`src/rtl/cpu_vector_checker_vec_store.sv`:
```
// Vector register file: DEPTH entries of {stimulus, expected, mask}.
// Synchronous write, asynchronous read. Contents survive reset on purpose
// so a run can be repeated without reloading.
module cpu_vector_checker_vec_store #(
  parameter int DATA_W = 16,
  parameter int DEPTH  = 16,
  parameter int IDX_W  = 4
) (
  input  logic              CLK,
  input  logic              we,
  input  logic [IDX_W-1:0]  wr_idx,
  input  logic [DATA_W-1:0] wr_stim,
  input  logic [DATA_W-1:0] wr_exp,
  input  logic [DATA_W-1:0] wr_mask,
  input  logic [IDX_W-1:0]  rd_idx,
  output logic [DATA_W-1:0] rd_stim,
  output logic [DATA_W-1:0] rd_exp,
  output logic [DATA_W-1:0] rd_mask
);

  logic [3*DATA_W-1:0] mem [DEPTH];
  logic [3*DATA_W-1:0] rd_word;

  // Write one slot; out-of-range indices (non power-of-two DEPTH) are dropped.
  always_ff @(posedge CLK) begin
    if (we && (32'(wr_idx) < DEPTH)) begin
      mem[wr_idx] <= {wr_stim, wr_exp, wr_mask};
    end
  end

  // Combinational read; out-of-range indices read as zero.
  always_comb begin
    rd_word = '0;
    if (32'(rd_idx) < DEPTH) begin
      rd_word = mem[rd_idx];
    end
  end

  assign rd_stim = rd_word[3*DATA_W-1:2*DATA_W];
  assign rd_exp  = rd_word[2*DATA_W-1:DATA_W];
  assign rd_mask = rd_word[DATA_W-1:0];

endmodule

```
`config.mk`:
```
export PLATFORM = sky130hd
export DESIGN_NAME = cpu_vector_checker_vec_store
export DESIGN_NICKNAME = d
export VERILOG_FILES = /design/src/rtl/cpu_vector_checker_vec_store.sv
export SDC_FILE = /design/constraint.sdc
export NUM_CORES = 1
export LEC_CHECK = 0
export CORE_MARGIN = 2
export CORE_UTILIZATION = 43
export DETAILED_ROUTE_END_ITERATION = 8
export PLACE_DENSITY_LB_ADDON = 0.3
export SYNTH_ARGS = -nofsm -noshare
export SYNTH_HDL_FRONTEND = slang
export SYNTH_SLANG_ARGS = --single-unit
```
`constraint.sdc`:
```
create_clock -name CLK -period 13.7 [get_ports CLK]
set_input_delay 1.37 -clock CLK [delete_from_list [all_inputs] [get_ports CLK]]
set_output_delay 1.37 -clock CLK [all_outputs]
set_load 0.1 [all_outputs]
```
==> results by group, run 1 <==
Placed design
  • # placed instances: 2127
  • I/O Buffers: 105
  • Pre-CTS setup slack: 6430 ps
  • Gp weighted congestion: 0.691
  • Post-DP HPWL: 28.6 mm

Clock tree
  • Sink Count: 768
  • Clock tree buffer depth: 3
  • Post-cts repair resize count: 0
  • CTS tree: built
  • H-tree Lvls: 3
  • CTS buffer count: 76
  • CTS root buf: clkbuf_16
  • Post-CTS Setup Inserts: 0
  • Number of hold buffers added after cts: 0
  • Reg clk slew, reported paths: 60 ps

Pwr
  • P per Cell Area: 152 mW/mm2
  • Tot Pwr: 5.08 mW
  • Leak: 10.4 nW
  • Max VDD drop: 101 uV

Detailed routing
  • Initial DRC Count: 1287
  • Final ANT Viol Nets: 0
  • Wire length per cell: 28.1 um
  • Vias per inst: 5.78
  • Drt total wl: 63.7 mm
  • Via count: 13111
  • First-pass DRT Iterations: 5
  • Drt drc: 0

Floorplan
  • Die Wd: 263 um
  • Core Rows: 94
  • IO Pins: 106
  • Height of the chip: 263 um
  • Core Box Area: 0.0660 mm2
  • Die area: 0.0689 mm2
  • Initial Util: 43.5%

Flow run
  • Max Cap Viol: 0

Worst setup path
  • Worst Setup Path Type: input pin to output pin
  • Crit end category: output pin
  • CP max stage delay: 1000 ps
  • Crit-path cells: buf_8 > buf_4 > buf_4 > mux4_2 > a22oi_1 > nand2_1 > clkdlybuf4s50_1
  • Worst EP required: 12330 ps
  • Worst-path maximum fanout: 75
  • Most common cell on crit path: buf_4
  • WP data arrival: 5680 ps
  • Crit path launch type: input pin
  • Worst path slowest cell: clkdlybuf4s50_1

STA
  • Hold_ws: 1670 ps
  • Max frequency: 142 MHz
  • Count of final hold-check violations: 0
  • Worst slew margin: 27.4%
  • Post-layout min period: 7050 ps
  • Final period util: 51.5%
  • Setup ws final: 6650 ps
  • Slew @ Worst Pin: 1090 ps
  • Final Max Slew Viols: 0
  • RSZ-0062 raised after global routing: false
  • Setup violators final: 0
  • TNS Setup: 0 ps

Finish
  • # fillers: 5126
  • Biggest register: mem
  • Multi-input logic area: 0.00549 mm2
  • Final net count: 1399
  • Largest registers: mem: 768 flops
  • Reg area: 0.0231 mm2
  • Leading cell type in the layout, fill and taps excluded: edfxtp_1
  • Largest register FFs: 768
  • Layout area overhead: 16.1%
  • Commonest non-fill, non-tap cells in the layout: edfxtp_1 (768), mux4_2 (192), clkdlybuf4s50_1 (103), a22oi_1 (96), clkbuf_16 (78)
  • Layout cells sized above 1: 25.0%
  • Fin cells: 2267

Global routing
  • Vias in the first global route: 13475
  • Largest net degree at the start of global routing: 76
  • GR Util All Layers: 18.7%
  • Global-route wire length before repair: 93.5 mm
  • GR Overflow Total: 0
  • Initial antenna violation count: 5

Yosys
  • Sequential element share of the synthesized area: 80.3%
  • Yosys reg bits: 768
  • YS warnings: 0
  • Synth unique cells: 16
  • Mapped Cells: 1194
  • Syn avg cell area: 24.1 um2
  • Mapped Nets: 1252
  • Cell Area, Synth: 0.0287 mm2

Hold path
  • Hold_sp: wr_mask[7]
  • Worst hold stages: 1
  • Hold crit path type: input pin to flip-flop
  • Hold Crit Endpoint: mem[8][7]

Outcome
  • Status: complete, no violations
kinds of logic (layout without fill, tap and decap cells):
| logic type | after synthesis | in the layout | share of synthesized area [%] |
|---|---|---|---|
| AND/OR/NAND/NOR | 75 | 75 | 1.09 |
| AO/OA/AOI/OAI | 96 | 96 | 2.51 |
| buffers and inverters | 63 | 271 | 1.09 |
| multiplexers | 192 | 192 | 15.0 |
| flip-flops | 768 | 768 | 80.3 |
| other | 0 | 1 | 0 |
how the worst max path moves through the flow:
stage               startpoint         end  slack, ps  depth (start not counted)
CTS                  rd_idx[0]  rd_stim[5]       6420                          7
global route         rd_idx[0]  rd_stim[8]       6170                          7
floorplan            wr_idx[2]   mem[0][0]       8030                          2
global placement     rd_idx[0]  rd_stim[8]       6460                          7
detailed placement   rd_idx[0]  rd_stim[5]       6430                          7
finish               rd_idx[0]  rd_stim[8]       6650                          7
per-layer routing:
metal | wire, um | global-route usage (%)
met4 | 1070 | 5.14
met2 | 29500 | 28.1
met5 | 60 | 0
met3 | 5290 | 3.92
met1 | 27800 | 28.0
where the power goes:
group / leakage (nW) / switching (mW) / total (mW) / internal, mW
clock network: 1.19 / 0.858 / 2.05 / 1.20
registers: 6.94 / 0.00961 / 2.64 / 2.64
logic: 2.22 / 0.264 / 0.383 / 0.119
critical path: cells and delay by family:
family	cells	cell delay, ps
AO/OA/AOI/OAI	1	230
buffers and inverters	4	3230
multiplexers	1	600
AND/OR/NAND/NOR	1	170
per-stage QoR:
step           area [um2]  utilization, %
2_1_floorplan       28700               -
3_3_place_gp        30900            46.8
3_5_place_dp        30900            46.8
5_1_grt             33400            50.6
6_report            33400            50.6
4_1_cts             33400            50.6
synthesized netlist by cell type:
library cell	count	area (um2)
nor3_1	4	20.0
and2_1	1	6.26
buf_4	18	135
nand3b_1	2	15.0
nor2b_1	2	12.5
buf_2	8	40.0
mux4_2	192	4320
clkbuf_1	28	105
nand2b_1	2	12.5
a22oi_1	96	721
nand2_1	49	184
or3b_2	1	8.76
edfxtp_1	768	23100
nand3_1	1	5.00
buf_1	9	33.8
nor2_1	13	48.8
area by class of cell:
class	count	share of cell area, %
clock buffers	91	6.00
diodes	1	0.00750
flip-flops and latches	768	69.1
repair buffers	132	3.78
clock inverters	48	1.37
multi-input cells	363	16.5
well taps	864	3.24
(Power assumes the default switching activity.)
==> inputs of run 2 (changes only) <==
Clock period 13.7 ns to 7.4 ns, I/O delays scaled along.
==> run 2 against run 1 <==
Effect of this change: first-iteration DRC count up 1.7%; non-clock buffer count unchanged; count of clock-buffer cells in the layout down 2; routed wire length down 0.37%; utilization about the same; hold slack worse by 640 ps; via count up 0.73%; combinational power up 87%; sequential power up 86%; sequential share of layout area about the same; critical endpoint is now rd_exp[8]; largest cell class unchanged.
==> results by group, run 2 (synthesis gave the netlist of run 1 again) <==
STA
  • Worst slew margin: 7.50%
  • Max frequency: 194 MHz
  • Final Max Slew Viols: 0
  • Final period util: 69.5%
  • Post-layout min period: 5150 ps
  • TNS Setup: 0 ps
  • Count of final hold-check violations: 0
  • RSZ-0062 raised after global routing: false
  • Slew @ Worst Pin: 1380 ps
  • Setup violators final: 0

Placed design
  • Post-DP HPWL: 31.3 mm
  • Gp weighted congestion: 0.695
  • I/O Buffers: 105

Global routing
  • GR Util All Layers: 18.6%
  • Initial antenna violation count: 6
  • Vias in the first global route: 13757
  • Largest net degree at the start of global routing: 95
  • Global-route wire length before repair: 93.7 mm
  • GR Overflow Total: 0

Clock tree
  • Sink Count: 768
  • Clock tree buffer depth: 3
  • Number of hold buffers added after cts: 0
  • CTS tree: built
  • Post-cts repair resize count: 0
  • CTS root buf: clkbuf_16
  • CTS buffer count: 76
  • H-tree Lvls: 3
  • Reg clk slew, reported paths: 60 ps
  • Post-CTS Setup Inserts: 0

Worst setup path
  • Worst EP required: 6660 ps
  • Worst Setup Path Type: input pin to output pin
  • WP data arrival: 4410 ps
  • Crit path launch type: input pin
  • Worst-path maximum fanout: 33
  • Crit end category: output pin

Floorplan
  • Core Box Area: 0.0660 mm2
  • Height of the chip: 263 um
  • IO Pins: 106
  • Die area: 0.0689 mm2
  • Initial Util: 43.5%
  • Core Rows: 94
  • Die Wd: 263 um

Pwr
  • Max VDD drop: 160 uV
  • P per Cell Area: 281 mW/mm2
  • Tot Pwr: 9.38 mW
  • Leak: 10.4 nW

Finish
  • Layout area overhead: 16.1%
  • Commonest non-fill, non-tap cells in the layout: edfxtp_1 (768), mux4_2 (192), clkdlybuf4s50_1 (103), a22oi_1 (96), clkbuf_16 (79)
  • Final net count: 1399
  • Leading cell type in the layout, fill and taps excluded: edfxtp_1
  • Largest register FFs: 768
  • Layout cells sized above 1: 24.8%
  • Largest registers: mem: 768 flops
  • Biggest register: mem

Detailed routing
  • Final ANT Viol Nets: 0
  • Initial DRC Count: 1309
  • Wire length per cell: 28.0 um
  • Drt drc: 0
  • Drt total wl: 63.5 mm
  • Via count: 13207
  • Vias per inst: 5.83
  • First-pass DRT Iterations: 5

Hold path
  • Hold_sp: wr_mask[3]
  • Worst hold stages: 1
  • Hold Crit Endpoint: mem[10][3]
  • Hold crit path type: input pin to flip-flop

Outcome
  • Status: complete, no violations

Flow run
  • Max Cap Viol: 0
run 2: cell types whose count changed in the layout (fill, tap and decap cells not counted), sizes merged:
| cell | change |
|---|---|
| bufinv | -1 |
| clkbuf | -2 |
| clkinv | +6 |
| clkinvlp | -2 |
| inv | -2 |
run 2: worst max path at each step:
stage	depth (start not counted)	slack [ps]	from	to
after floorplan	2	2360	wr_idx[2]	mem[0][0]
after global placement	6	2330	rd_idx[2]	rd_exp[8]
after detailed placement	6	2280	rd_idx[2]	rd_exp[7]
after CTS	6	2270	rd_idx[2]	rd_exp[7]
after global routing	6	2180	rd_idx[2]	rd_exp[7]
final	6	2250	rd_idx[2]	rd_exp[8]
run 2: layout make-up:
cell class                 count  area (um2)
antenna                        1        2.50
clock inverter                49         433
sequential                   768       23100
clock buffer                  89        2010
timing repair buffer         132        1290
tap                          864        1080
fill                        5083       32600
multi-input combinational    363        5490
run 2: power by group:
| group | internal, mW | total, mW | switching [mW] |
|---|---|---|---|
| Sequential | 4.88 | 4.90 | 0.0175 |
| Combinational | 0.223 | 0.716 | 0.494 |
| Clock | 2.19 | 3.77 | 1.58 |
run 2: metal layers:
layer / up-vias / global-route usage [%] / share of wire, %
met2: 426 / 29.0 / 48
li1: 5467 / - / -
met5: - / 0 / 0.11
met3: 100 / 3.64 / 6.4
met4: 10 / 5.82 / 2.2
met1: 7204 / 26.8 / 43
run 2: worst max-delay path, cell delays in order:
cell and delay, ps:
clkdlybuf4s50_1 550, nor2_4 1110, buf_4 490, a22oi_1 150, nand2_1 180, clkdlybuf4s50_1 1150
run 2: metrics by stage:
step | cell area [um2] | utilization, % | setup slack [ps] | hold slack, ps | std cells
after floorplan | 28700 | - | 2360 | 839 | 1194
after global placement | 30900 | 46.9 | 2330 | 1640 | 2127
after detailed placement | 30900 | 46.9 | 2280 | 1670 | 2127
after CTS | 33400 | 50.6 | 2270 | 1010 | 2265
after global routing | 33400 | 50.6 | 2180 | 1080 | 2265
final | 33400 | 50.6 | 2250 | 1040 | 2266
==> inputs of run 3 (changes only) <==
Clock period 7.4 ns to 4.7 ns, I/O delays scaled along.
==> run 3 against run 2 <==
Effect of this change: count of clock-buffer cells in the layout increased by 5; highest routed layer unchanged; routed wire length fell by 4.1%; via count decreased by 1.4%; die area is the same; utilization fell by 0.099 points.
==> results by group, run 3 (synthesis gave the netlist of run 1 again) <==
Outcome
  • Status: complete, no violations

Global routing
  • GR Util All Layers: 17.9%
  • Global-route wire length before repair: 90.8 mm
  • Vias in the first global route: 13616
  • Largest net degree at the start of global routing: 72
  • Initial antenna violation count: 2
  • GR Overflow Total: 0

Placed design
  • Post-DP HPWL: 32.2 mm
  • Pre-CTS setup slack: 1360 ps
  • I/O Buffers: 105
  • Gp weighted congestion: 0.697

STA
  • TNS Setup: 0 ps
  • Setup ws final: 1330 ps
  • Max frequency: 297 MHz
  • Post-layout min period: 3370 ps
  • Count of final hold-check violations: 0
  • Worst slew margin: 34.6%
  • Setup violators final: 0
  • Slew @ Worst Pin: 982 ps
  • Final period util: 71.6%
  • Hold_ws: 779 ps
  • Final Max Slew Viols: 0
  • RSZ-0062 raised after global routing: false

Detailed routing
  • Via count: 13025
  • Drt drc: 0
  • First-pass DRT Iterations: 7
  • Initial DRC Count: 1212
  • Final ANT Viol Nets: 0
  • Vias per inst: 5.73
  • Drt total wl: 60.9 mm
  • Wire length per cell: 26.8 um

Finish
  • Biggest register: mem
  • Layout cells sized above 1: 28.5%
  • N_diodes: 0
  • Final net count: 1409
  • Commonest non-fill, non-tap cells in the layout: edfxtp_1 (768), mux4_2 (192), a22oi_1 (96), clkbuf_16 (79), buf_4 (74)
  • Layout area overhead: 15.9%
  • Largest registers: mem: 768 flops
  • Leading cell type in the layout, fill and taps excluded: edfxtp_1
  • Largest register FFs: 768

Clock tree
  • Post-CTS Setup Inserts: 0
  • Sink Count: 768
  • Number of hold buffers added after cts: 0
  • Reg clk slew, reported paths: 60 ps
  • Clock tree buffer depth: 3
  • CTS tree: built
  • CTS buffer count: 77
  • Post-cts repair resize count: 0
  • H-tree Lvls: 3
  • CTS root buf: clkbuf_16

Floorplan
  • Initial Util: 43.5%
  • Core Rows: 94
  • Core Box Area: 0.0660 mm2
  • IO Pins: 106
  • Height of the chip: 263 um
  • Die Wd: 263 um
  • Die area: 0.0689 mm2

Worst setup path
  • Crit end category: output pin
  • Worst Setup Path Type: input pin to output pin
  • Worst-path maximum fanout: 27
  • Worst EP required: 4230 ps
  • Crit path launch type: input pin
  • Worst setup endpoint: rd_stim[11]
  • Launch point of the worst path: rd_idx[3]
  • WP data arrival: 2900 ps

Hold path
  • Hold crit path type: input pin to flip-flop
  • Hold_sp: wr_exp[5]

Pwr
  • Max VDD drop: 220 uV
  • Leak: 10.4 nW
  • P per Cell Area: 436 mW/mm2

Flow run
  • Max Cap Viol: 0
[run 3: routing by layer]
metal	share of wire [%]	GRT usage, %	vias to the layer above
met5	0.039	0	-
li1	-	-	5484
met2	48	28.1	431
met3	6.4	3.12	85
met1	44	25.9	7021
met4	1.6	5.05	4
[run 3: report_power, final]
part	leakage (nW)	total [mW]	switching [mW]	internal (mW)
clock network	1.14	5.71	2.47	3.24
logic	2.36	1.11	0.772	0.341
registers	6.94	7.71	0.0280	7.68
[run 3: worst max-delay path, cell delays in order]
cell	delay [ps]
clkdlybuf4s50_1	620
and2_2	780
buf_4	480
a22oi_1	140
nand2_1	80
buf_4	290
[run 3: worst min-delay path by stage]
stage                            end  slack, ps  cells after the start
final                     mem[8][21]        780                      1
after global routing       mem[7][4]        830                      1
after CTS                 mem[9][21]        740                      1
after detailed placement  rd_mask[9]       1370                      4
after global placement    rd_mask[3]       1370                      4
after floorplan            mem[0][0]        570                      0
[run 3: layout make-up]
cell class                      instances  area, um2
Timing Repair Buffer                  141       1340
Clock inverter                         43        298
Multi-Input combinational cell        363       5500
Clock buffer                           94       2030
Sequential cell                       768      23100
Tap cell                              864       1080
Fill cell                            5053      32700
[run 3: stage by stage]
stage	area (um2)	power, mW	utilization (%)	std cells
2_1_floorplan	28700	8.60	-	1194
3_3_place_gp	31000	8.96	46.9	2136
3_5_place_dp	31000	8.98	46.9	2136
4_1_cts	33300	14.7	50.5	2273
5_1_grt	33300	15.0	50.5	2273
6_report	33300	14.5	50.5	2273
